### config.mk
export PLATFORM = sky130hd
export DESIGN_NAME = deq_stream_reader_flat
export DESIGN_NICKNAME = d
export VERILOG_FILES = /design/src/rtl/deq_stream_reader_if.sv /design/src/rtl/deq_stream_reader.sv /design/src/flat_wrapper.sv
export SDC_FILE = /design/constraint.sdc
export NUM_CORES = 1
export LEC_CHECK = 0
export CAP_MARGIN = 20
export CORE_MARGIN = 1
export CORE_UTILIZATION = 42
export DETAILED_ROUTE_END_ITERATION = 10
export PLACE_DENSITY = 0.82
export SYNTH_ARGS = -nofsm -noshare
export SYNTH_HDL_FRONTEND = slang
export SYNTH_SLANG_ARGS = --single-unit
### constraint.sdc
create_clock -name clk -period 2.71 [get_ports clk]
set_input_delay 0.542 -clock clk [delete_from_list [all_inputs] [get_ports clk]]
set_output_delay 0.542 -clock clk [all_outputs]
set_load 0.02 [all_outputs]
### src/rtl/deq_stream_reader_if.sv
// deq_stream_reader_if
//   Groups the two handshakes of the stream reader into one bundle.
//   Upstream side : deq_en (strobe to the queue), deq_rdy, deq_msg
//   Downstream side: out_val, out_rdy, out_msg
//   master modport: the reader itself
//   slave modport : the environment (upstream queue and downstream consumer)
interface deq_stream_reader_if #(
  parameter int p_data_width = 32
);
  logic                    deq_en;
  logic                    deq_rdy;
  logic [p_data_width-1:0] deq_msg;
  logic                    out_val;
  logic                    out_rdy;
  logic [p_data_width-1:0] out_msg;

  modport master (
    output deq_en,
    input  deq_rdy,
    input  deq_msg,
    output out_val,
    input  out_rdy,
    output out_msg
  );

  modport slave (
    input  deq_en,
    output deq_rdy,
    output deq_msg,
    input  out_val,
    output out_rdy,
    input  out_msg
  );
endinterface

### src/rtl/deq_stream_reader.sv
// deq_stream_reader
//   Pulls messages out of an upstream queue through its dequeue port and
//   presents them downstream as a valid/ready stream, with a small local
//   circular buffer in between.
// Ports:
//   clk       - single clock, all state updates on the rising edge
//   reset     - asynchronous active-high reset, clears pointers and count
//   flush     - synchronous drop of all locally buffered messages
//   bus       - deq_stream_reader_if.master (deq_en/deq_rdy/deq_msg and
//               out_val/out_rdy/out_msg)
//   occupancy - number of messages currently held locally
module deq_stream_reader #(
  parameter int p_data_width  = 32,
  parameter int p_num_entries = 2
) (
  input  logic                               clk,
  input  logic                               reset,
  input  logic                               flush,
  deq_stream_reader_if.master                bus,
  output logic [$clog2(p_num_entries):0]     occupancy
);

  localparam int c_ptr_w = $clog2(p_num_entries);
  localparam int c_cnt_w = c_ptr_w + 1;
  localparam logic [c_cnt_w-1:0] c_full = c_cnt_w'(p_num_entries);

  logic [c_ptr_w-1:0]      wr_ptr;
  logic [c_ptr_w-1:0]      rd_ptr;
  logic [c_cnt_w-1:0]      count;
  logic [p_data_width-1:0] mem [p_num_entries];

  logic full;
  logic push;
  logic pop;

  // Push depends only on upstream readiness, flush and our own fill level,
  // so nothing from the downstream side reaches deq_en combinationally.
  // A full buffer refuses even when a pop is happening in the same cycle.
  // Reset is applied only on the visible strobe; internally a push during
  // reset merely writes storage, which is harmless because the pointers
  // are held at zero.
  assign full         = (count == c_full);
  assign push         = bus.deq_rdy & ~flush & ~full;
  assign pop          = (count != '0) & bus.out_rdy;
  assign bus.deq_en   = push & ~reset;
  assign bus.out_val  = (count != '0);
  assign bus.out_msg  = mem[rd_ptr];
  assign occupancy    = count;

  // Pointer and count bookkeeping. Flush wins over a pop in the same cycle;
  // push is already blocked by flush. Depth is a power of two, so the
  // pointers wrap naturally.
  always_ff @(posedge clk or posedge reset) begin
    if (reset) begin
      wr_ptr <= '0;
      rd_ptr <= '0;
      count  <= '0;
    end else if (flush) begin
      wr_ptr <= '0;
      rd_ptr <= '0;
      count  <= '0;
    end else begin
      if (push) begin
        wr_ptr <= wr_ptr + c_ptr_w'(1);
      end
      if (pop) begin
        rd_ptr <= rd_ptr + c_ptr_w'(1);
      end
      case ({push, pop})
        2'b10:   count <= count + c_cnt_w'(1);
        2'b01:   count <= count - c_cnt_w'(1);
        default: count <= count;
      endcase
    end
  end

  // Message storage is deliberately left out of reset; stale contents are
  // never visible because out_val is low whenever count is zero.
  always_ff @(posedge clk) begin
    if (push) begin
      mem[wr_ptr] <= bus.deq_msg;
    end
  end

endmodule

### src/flat_wrapper.sv
// flat-port wrapper written by rule: the top's interface ports become plain ports
module deq_stream_reader_flat 
#(
  parameter int p_data_width  = 32,
  parameter int p_num_entries = 2
)
  (clk, reset, flush, occupancy, bus_deq_en, bus_deq_rdy, bus_deq_msg, bus_out_val, bus_out_rdy, bus_out_msg);
  deq_stream_reader_if #(.p_data_width(p_data_width)) bus_i ();
  input  logic clk;
  input  logic reset;
  input  logic flush;
  output logic [$clog2(p_num_entries):0] occupancy;
  output wire logic [$bits(bus_i.deq_en)-1:0] bus_deq_en;
  input wire logic [$bits(bus_i.deq_rdy)-1:0] bus_deq_rdy;
  input wire logic [$bits(bus_i.deq_msg)-1:0] bus_deq_msg;
  output wire logic [$bits(bus_i.out_val)-1:0] bus_out_val;
  input wire logic [$bits(bus_i.out_rdy)-1:0] bus_out_rdy;
  output wire logic [$bits(bus_i.out_msg)-1:0] bus_out_msg;
  assign bus_deq_en = bus_i.deq_en;
  assign bus_i.deq_rdy = bus_deq_rdy;
  assign bus_i.deq_msg = bus_deq_msg;
  assign bus_out_val = bus_i.out_val;
  assign bus_i.out_rdy = bus_out_rdy;
  assign bus_out_msg = bus_i.out_msg;
  deq_stream_reader #(.p_data_width(p_data_width), .p_num_entries(p_num_entries)) u_core (.clk(clk), .reset(reset), .flush(flush), .bus(bus_i), .occupancy(occupancy));
endmodule
==> results.md, run 1 <==
- Async set or reset register ratio after synthesis: 5.88%
- Number of gates resized after CTS: 0
- Setup repair after global routing missed its margin: no
- Status: finished, final reports clean
- DPL Wire Length: 2.96 mm
- Final core utilization: 63.4%
- Detailed-router iteration count before antenna repair: 4
- Met1 Usage GRT: 20.0%
- Hold buffers post-CTS: 0
- Die outline height: 79.8 µm
- Layout overhead on the synthesized area: 41.8%
- Effective utilization at floorplan: 44.8%
- Number of placed instances with taps included: 277
- Vias in the first global route: 1389
- Die area: 6360 µm²
- Power per unit of standard cell area: 617 nW/µm²
- Count of endpoints failing hold in the final timing report: 0
- Top-level port count: 73
- Row Count: 27
- Number of DRC markers in iteration 0: 39
- Sequential cell fraction of total power: 54.2%
- Clock period minus final worst setup slack: 2.49 ns
- Global routing usage on met2: 23.5%
- Overall global routing resource usage: 15.4%
- Residual DRC count: 0
- Final wirelength: 4.47 mm
- Switching share of power: 23.5%
- Antenna diodes: 0
- Type of the most critical hold path: in -> async
- Most instantiated cells after synthesis: sky130_fd_sc_hd__edfxtp_1 (64), sky130_fd_sc_hd__mux2_2 (32), sky130_fd_sc_hd__nor2_1 (5)
- Via total after detailed routing: 1415
- Chip width: 79.8 µm
- Max-cap violations: 0
- Number of clock sinks: 68
- Top cell type by total area after synthesis: sky130_fd_sc_hd__edfxtp_1
- Int Pwr: 0.00170 W
- Final worst clock skew: 0.00474 ns
- Placeable core area: 5680 µm²
- Clock tree from TritonCTS: done
- Clock transition at the register clock pins on the worst setup and hold paths after CTS: 0.07 ns
- Fin cells: 293
- Crit path max fanout: 23
- Power Total: 0.00222 W
- Clock insertion delay at the later pin of the skew report: 0.33 ns
- Yosys warning total: 0
- Arrival time reported for the critical path endpoint: 1.94 ns
- Mapped cell area: 2540 µm²
- Leading register cell type out of synthesis: sky130_fd_sc_hd__edfxtp_1
- Pin count of the biggest net entering global routing: 30
- Wirelength per Cell: 15.3 µm
- Fmax: 402 MHz
- Portion of the post-synthesis area used by sequential elements: 79.6%
- Final worst hold slack: 0.430 ns
- Ratio of final minimum period to clock period: 91.7%
- Total Nets Final: 253
- GRT Residual Overflow: 0
- Grt peak-use layer: met2
- Share of layout cells above drive strength 1: 27.1%
- Relative contribution of the clock network to total power: 31.1%
- Total clock buffers created by CTS: 9
- Routability-driven placement congestion ratio: 0.765
- Proportion of netlist area held by the largest area contributor: 75.7%
- VDD IR max: 406 µV
- Flops & latches, synth: 68
- Critical path class: reg -> out
- Switching power: 0.000523 W
- Leading cell types by total area after synthesis: sky130_fd_sc_hd__edfxtp_1 (76%), sky130_fd_sc_hd__mux2_2 (14%), sky130_fd_sc_hd__dfrtp_1 (3.9%)
- Area of placed instances: 3430 µm²
- Most numerous cell in the Yosys netlist: sky130_fd_sc_hd__edfxtp_1
- Synthesized Nets: 166
- Filler instances: 390
- Worst Path Required: 2.17 ns
- Relative slew slack: 79.0%
- Buffer count from post-CTS setup fixing: 0
- Post-DR vias/cell: 4.83
- Remaining antenna violation count: 0
- Minimum setup slack among reg-to-reg paths: 0.88 ns
- Number of antenna violations at the first check in global routing: 0
- Number of flops mapped to enable cells by yosys: 64
- Root buf cell: sky130_fd_sc_hd__clkbuf_8
- Count of final setup violators: 0
- Logic gate share of total power: 14.7%
- Worst Setup Start Kind: flop
- Count of input and output buffers: 72
- Max Slew Vio Count: 0
- Met3 routing resource usage after global routing: 3.54%
- Maximum level of the CTS H-tree: 3
- Synthesized instance count: 129
- Worst-Margin Slew: 0.314 ns
- Final std cell area, no fill: 3600 µm²
- Static leakage power: 1.25 nW
- Number of distinct library cell variants in the gate-level netlist after synthesis: 17
- First-pass GRT wire length: 6.90 mm
- Endpoint type of the worst setup path: output port
- CTS Buffer Depth: 2
- Synthesized area per cell: 19.7 µm²
[power by group through the flow]
stage	clock network, W	registers (W)	logic (W)
global route	0.000764	0.00121	0.000346
CTS	0.000715	0.00120	0.000329
global placement	0	0.00122	0.000324
detailed placement	0	0.00123	0.000326
finish	0.000690	0.00120	0.000326
floorplan	0	0.00123	0.000151
[final timing paths]
kind	startpoint	depth (start not counted)	to
min in group clk	u_core.wr_ptr$_DFFE_PP0P_	2	u_core.wr_ptr$_DFFE_PP0P_
worst max-delay path	u_core.rd_ptr$_DFFE_PP0P_	3	bus_out_msg[15]
max in group asynchronous	reset	2	u_core.wr_ptr$_DFFE_PP0P_
worst min-delay path	reset	2	u_core.occupancy[1]$_DFFE_PP0P_
worst min register to register	u_core.wr_ptr$_DFFE_PP0P_	2	u_core.wr_ptr$_DFFE_PP0P_
worst max register to register	u_core.occupancy[1]$_DFFE_PP0P_	5	u_core.mem[1][7]$_DFFE_PP_
[worst max-delay path: stages, from the launching register on]
cell and delay, ns:
sky130_fd_sc_hd__dfrtp_1 0.35, sky130_fd_sc_hd__buf_4 0.31, sky130_fd_sc_hd__mux2_2 0.39, sky130_fd_sc_hd__clkdlybuf4s50_1 0.56
[final cells by class]
cell class / instances / area (µm²) / share of cell area, %
clock buffers: 9 / 124 / 3.44
clock inverters: 7 / 43.8 / 1.22
inverters: 4 / 15.0 / 0.417
multi-input cells: 53 / 498 / 13.8
flip-flops and latches: 68 / 2020 / 56.2
well taps: 72 / 90.1 / 2.50
repair buffers: 80 / 808 / 22.4
[placed cells by master, fill, tap and decap left out, types with 2 or more instances in the layout]
master / netlist / routed
sky130_fd_sc_hd__or2_2: 2 / 2
sky130_fd_sc_hd__dfrtp_1: 4 / 4
sky130_fd_sc_hd__clkbuf_8: 0 / 9
sky130_fd_sc_hd__clkdlybuf4s50_1: 0 / 71
sky130_fd_sc_hd__mux2_2: 32 / 32
sky130_fd_sc_hd__o21ai_0: 2 / 2
sky130_fd_sc_hd__or3_1: 2 / 2
sky130_fd_sc_hd__buf_12: 0 / 2
sky130_fd_sc_hd__edfxtp_1: 64 / 64
sky130_fd_sc_hd__clkinv_2: 0 / 3
sky130_fd_sc_hd__nor2_1: 5 / 3
sky130_fd_sc_hd__inv_1: 3 / 3
sky130_fd_sc_hd__nor2_4: 0 / 2
sky130_fd_sc_hd__a21oi_1: 4 / 4
sky130_fd_sc_hd__buf_4: 0 / 6
sky130_fd_sc_hd__clkinv_4: 0 / 2
[through the flow]
stage	TNS [ns]	setup WS, ns
floorplan	-7.05	-0.110
global placement	0	0.0455
detailed placement	0	0.0205
CTS	0	0.00844
global route	0	0.144
finish	0	0.225
[sequential cells by signal (all words and copies together) (netlist names)]
signal            flops
u_core.wr_ptr         1
u_core.occupancy      2
u_core.mem           64
u_core.rd_ptr         1
[routing by layer]
layer	up-vias	share of wire (%)
li1	670	-
met5	-	0
met1	676	44
met2	59	47
met3	10	5.9
met4	0	2.5
[logic make-up (layout without fill, tap and decap cells)]
group | count (synthesis) | count (layout) | share of synthesized area [%]
DFF | 68 | 68 | 79.6
and+or+nand+nor | 11 | 11 | 2.27
AOI/OAI and AO/OA | 8 | 8 | 1.82
xor gates and xnor gates | 1 | 1 | 0.345
muxes | 33 | 33 | 14.6
buffers and inverters | 8 | 100 | 1.38
(Power assumes the default switching activity.)
==> inputs of run 2 (changes only) <==
--- a/config.mk
+++ b/config.mk
@@ -5,11 +5,13 @@
 export SDC_FILE = /design/constraint.sdc
 export NUM_CORES = 1
 export LEC_CHECK = 0
+export ABC_AREA = 1
 export CAP_MARGIN = 20
+export CORE_ASPECT_RATIO = 1.5
 export CORE_MARGIN = 1
 export CORE_UTILIZATION = 42
 export DETAILED_ROUTE_END_ITERATION = 10
-export PLACE_DENSITY = 0.82
+export PLACE_DENSITY = 0.81
 export SYNTH_ARGS = -nofsm -noshare
 export SYNTH_HDL_FRONTEND = slang
 export SYNTH_SLANG_ARGS = --single-unit
==> run 2 against run 1 <==
Fmax is 0.62% lower; clock skew hardly changed; die area is 2.4% higher; register-to-register slack better by 0.27 ns; clock power is 3.2% lower; cell count is 3.8% higher; flip-flop and latch count stayed put; worst hold slack better by 0.0062 ns.
==> results.md, run 2 <==
- Wirelength per Cell: 14.1 µm
- Buffer count from post-CTS setup fixing: 0
- Proportion of netlist area held by the largest area contributor: 73.9%
- Async set or reset register ratio after synthesis: 5.88%
- Total Nets Final: 264
- Max-cap violations: 0
- DPL Wire Length: 3.02 mm
- Final worst clock skew: 0.00502 ns
- Final wirelength: 4.29 mm
- Leading register cell type out of synthesis: sky130_fd_sc_hd__edfxtp_1
- Register ranked first by flip-flop count: u_core.mem
- Status: finished, final reports clean
- Relative slew slack: 80.1%
- Static leakage power: 1.25 nW
- Relative contribution of the clock network to total power: 30.4%
- Number of DRC markers in iteration 0: 75
- Ratio of final minimum period to clock period: 92.3%
- Die outline height: 98.4 µm
- Filler instances: 479
- Yosys warning total: 0
- Clock insertion delay at the later pin of the skew report: 0.32 ns
- Type of the most critical hold path: in -> async
- Antenna diodes: 0
- Commonest non-fill, non-tap cells in the layout: sky130_fd_sc_hd__clkdlybuf4s50_1 (72), sky130_fd_sc_hd__edfxtp_1 (64), sky130_fd_sc_hd__mux2_2 (29)
- Maximum level of the CTS H-tree: 3
- Worst Path Required: 2.17 ns
- Worst-Margin Slew: 0.298 ns
- Synthesized Nets: 179
- Effective utilization at floorplan: 44.3%
- Remaining antenna violation count: 0
- Row Count: 34
- Vias in the first global route: 1553
- Detailed-router iteration count before antenna repair: 4
- Hold buffers post-CTS: 0
- Post-synthesis share of cell area spent on full adders, half adders and majority gates: 0%
- Sequential cell fraction of total power: 55.2%
- Synthesized area per cell: 18.3 µm²
- Most instantiated cells after synthesis: sky130_fd_sc_hd__edfxtp_1 (64), sky130_fd_sc_hd__mux2_2 (29), sky130_fd_sc_hd__inv_1 (8)
- Int Pwr: 0.00169 W
- Mapped cell area: 2600 µm²
- Overall global routing resource usage: 14.9%
- Worst Setup Start Kind: input port
- Switching power: 0.000507 W
- Top-level port count: 73
- Post-route setup TNS: 0 ns
- Crit path max fanout: 2
- Final std cell area, no fill: 3590 µm²
- Endpoint type of the worst setup path: output port
- Number of distinct library cell variants in the gate-level netlist after synthesis: 16
- Number of antenna violations at the first check in global routing: 0
- Portion of the post-synthesis area used by sequential elements: 77.8%
- Residual DRC count: 0
- Placeable core area: 5870 µm²
- Most numerous cell in the Yosys netlist: sky130_fd_sc_hd__edfxtp_1
- Synthesized instance count: 142
- Count of input and output buffers: 72
- Setup repair after global routing missed its margin: no
- Chip width: 66.2 µm
- Number of gates resized after CTS: 0
- Largest register FFs: 64
- CTS Buffer Depth: 2
- Switching share of power: 23.1%
- Root buf cell: sky130_fd_sc_hd__clkbuf_8
- Number of clock sinks: 68
- Clock transition at the register clock pins on the worst setup and hold paths after CTS: 0.07 ns
- Pin count of the biggest net entering global routing: 22
- Clock tree from TritonCTS: done
- Synthesized-area fraction occupied by ao, oa, aoi and oai cells: 0.962%
- Logic gate share of total power: 14.4%
- GRT Residual Overflow: 0
- Flops & latches, synth: 68
- Via total after detailed routing: 1445
- Area of placed instances: 3430 µm²
- Fmax: 400 MHz
- Synth Area in Simple Gates: 4.19%
- Dominant combinational cell family by area after synthesis: multiplexers
- Layout overhead on the synthesized area: 38.0%
- XOR/XNOR share of the synthesized area: 0%
- Arrival time reported for the critical path endpoint: 1.96 ns
- Count of endpoints failing hold in the final timing report: 0
- Total clock buffers created by CTS: 9
- Share of synthesized area spent on multiplexers: 13.9%
- Die area: 6520 µm²
- VDD IR max: 489 µV
- Top cell type by total area after synthesis: sky130_fd_sc_hd__edfxtp_1
- Number of flops mapped to enable cells by yosys: 64
- Leading cell type in the layout, fill and taps excluded: sky130_fd_sc_hd__clkdlybuf4s50_1
- Max Slew Vio Count: 0
- Post-DR vias/cell: 4.75
- Critical path class: in -> out
- First-pass GRT wire length: 7.04 mm
- Share of layout cells above drive strength 1: 25.4%
- Clock period minus final worst setup slack: 2.50 ns
- Routability-driven placement congestion ratio: 0.762
- Power per unit of standard cell area: 612 nW/µm²
- Count of final setup violators: 0
- Leading cell types by total area after synthesis: sky130_fd_sc_hd__edfxtp_1 (74%), sky130_fd_sc_hd__mux2_2 (13%), sky130_fd_sc_hd__dfrtp_1 (3.8%)
[run 2: stage by stage]
| stage | hold slack (ns) | utilization, % | total power, W | setup slack, ns | instances |
|---|---|---|---|---|---|
| finish | 0.436 | 61.1 | 0.00220 | 0.209 | 304 |
| global route | 0.456 | 61.1 | 0.00228 | 0.0609 | 304 |
| CTS | 0.426 | 61.1 | 0.00222 | 0.198 | 304 |
| detailed placement | 0.568 | 58.4 | 0.00155 | 0.203 | 288 |
| global placement | 0.563 | 58.4 | 0.00155 | 0.216 | 288 |
| floorplan | 0.308 | - | 0.00139 | 0.119 | 142 |
[run 2: power groups by stage]
| stage | Combinational, W | Clock [W] | Sequential (W) |
|---|---|---|---|
| after CTS | 0.000320 | 0.000691 | 0.00121 |
| after floorplan | 0.000161 | 0 | 0.00123 |
| after global placement | 0.000313 | 0 | 0.00123 |
| after global routing | 0.000336 | 0.000730 | 0.00122 |
| final | 0.000315 | 0.000668 | 0.00121 |
| after detailed placement | 0.000318 | 0 | 0.00124 |
[run 2: final timing paths]
path                       slack (ns)                       startpoint                         endpoint  cells past startpoint
max                              0.21                      bus_deq_rdy                       bus_deq_en                      6
min                              0.44                            reset        u_core.rd_ptr$_DFFE_PP0P_                      2
max reg2reg                      1.15  u_core.occupancy[0]$_DFFE_PP0P_       u_core.mem[1][0]$_DFFE_PP_                      6
min reg2reg                      0.58        u_core.wr_ptr$_DFFE_PP0P_        u_core.wr_ptr$_DFFE_PP0P_                      1
max in group asynchronous        2.11                            reset  u_core.occupancy[0]$_DFFE_PP0P_                      2
min in group clk                 0.58        u_core.wr_ptr$_DFFE_PP0P_        u_core.wr_ptr$_DFFE_PP0P_                      1
[run 2: worst max-delay path, cell delays in order]
cell,delay [ns]
sky130_fd_sc_hd__clkdlybuf4s50_1,0.48
sky130_fd_sc_hd__inv_1,0.04
sky130_fd_sc_hd__nor2_1,0.14
sky130_fd_sc_hd__nand2_2,0.07
sky130_fd_sc_hd__nor2_1,0.09
sky130_fd_sc_hd__clkdlybuf4s50_1,0.60
[run 2: area by class of cell]
class                           instances  area [µm²]  area share [%]
Sequential cell                        68        2020            56.4
Timing Repair Buffer                   79         773            21.6
Multi-Input combinational cell         60         509            14.2
Clock buffer                           10         128            3.56
Tap cell                               72        90.1            2.51
Inverter                                9        33.8           0.942
Clock inverter                          6        31.3           0.872
[run 2: cell families after synthesis]
| logic type | after synthesis |
|---|---|
| flip-flops | 68 |
| AND/OR/NAND/NOR | 23 |
| buffers and inverters | 14 |
| multiplexers | 32 |
| AO/OA/AOI/OAI | 5 |
[run 2: layer usage]
metal | track usage [%] | vias up | routed length, µm
li1 | - | 695 | -
met1 | 16.4 | 693 | 1620
met2 | 25.0 | 49 | 2280
met3 | 5.14 | 8 | 290
met4 | 7.36 | 0 | 95
met5 | 0 | - | 0
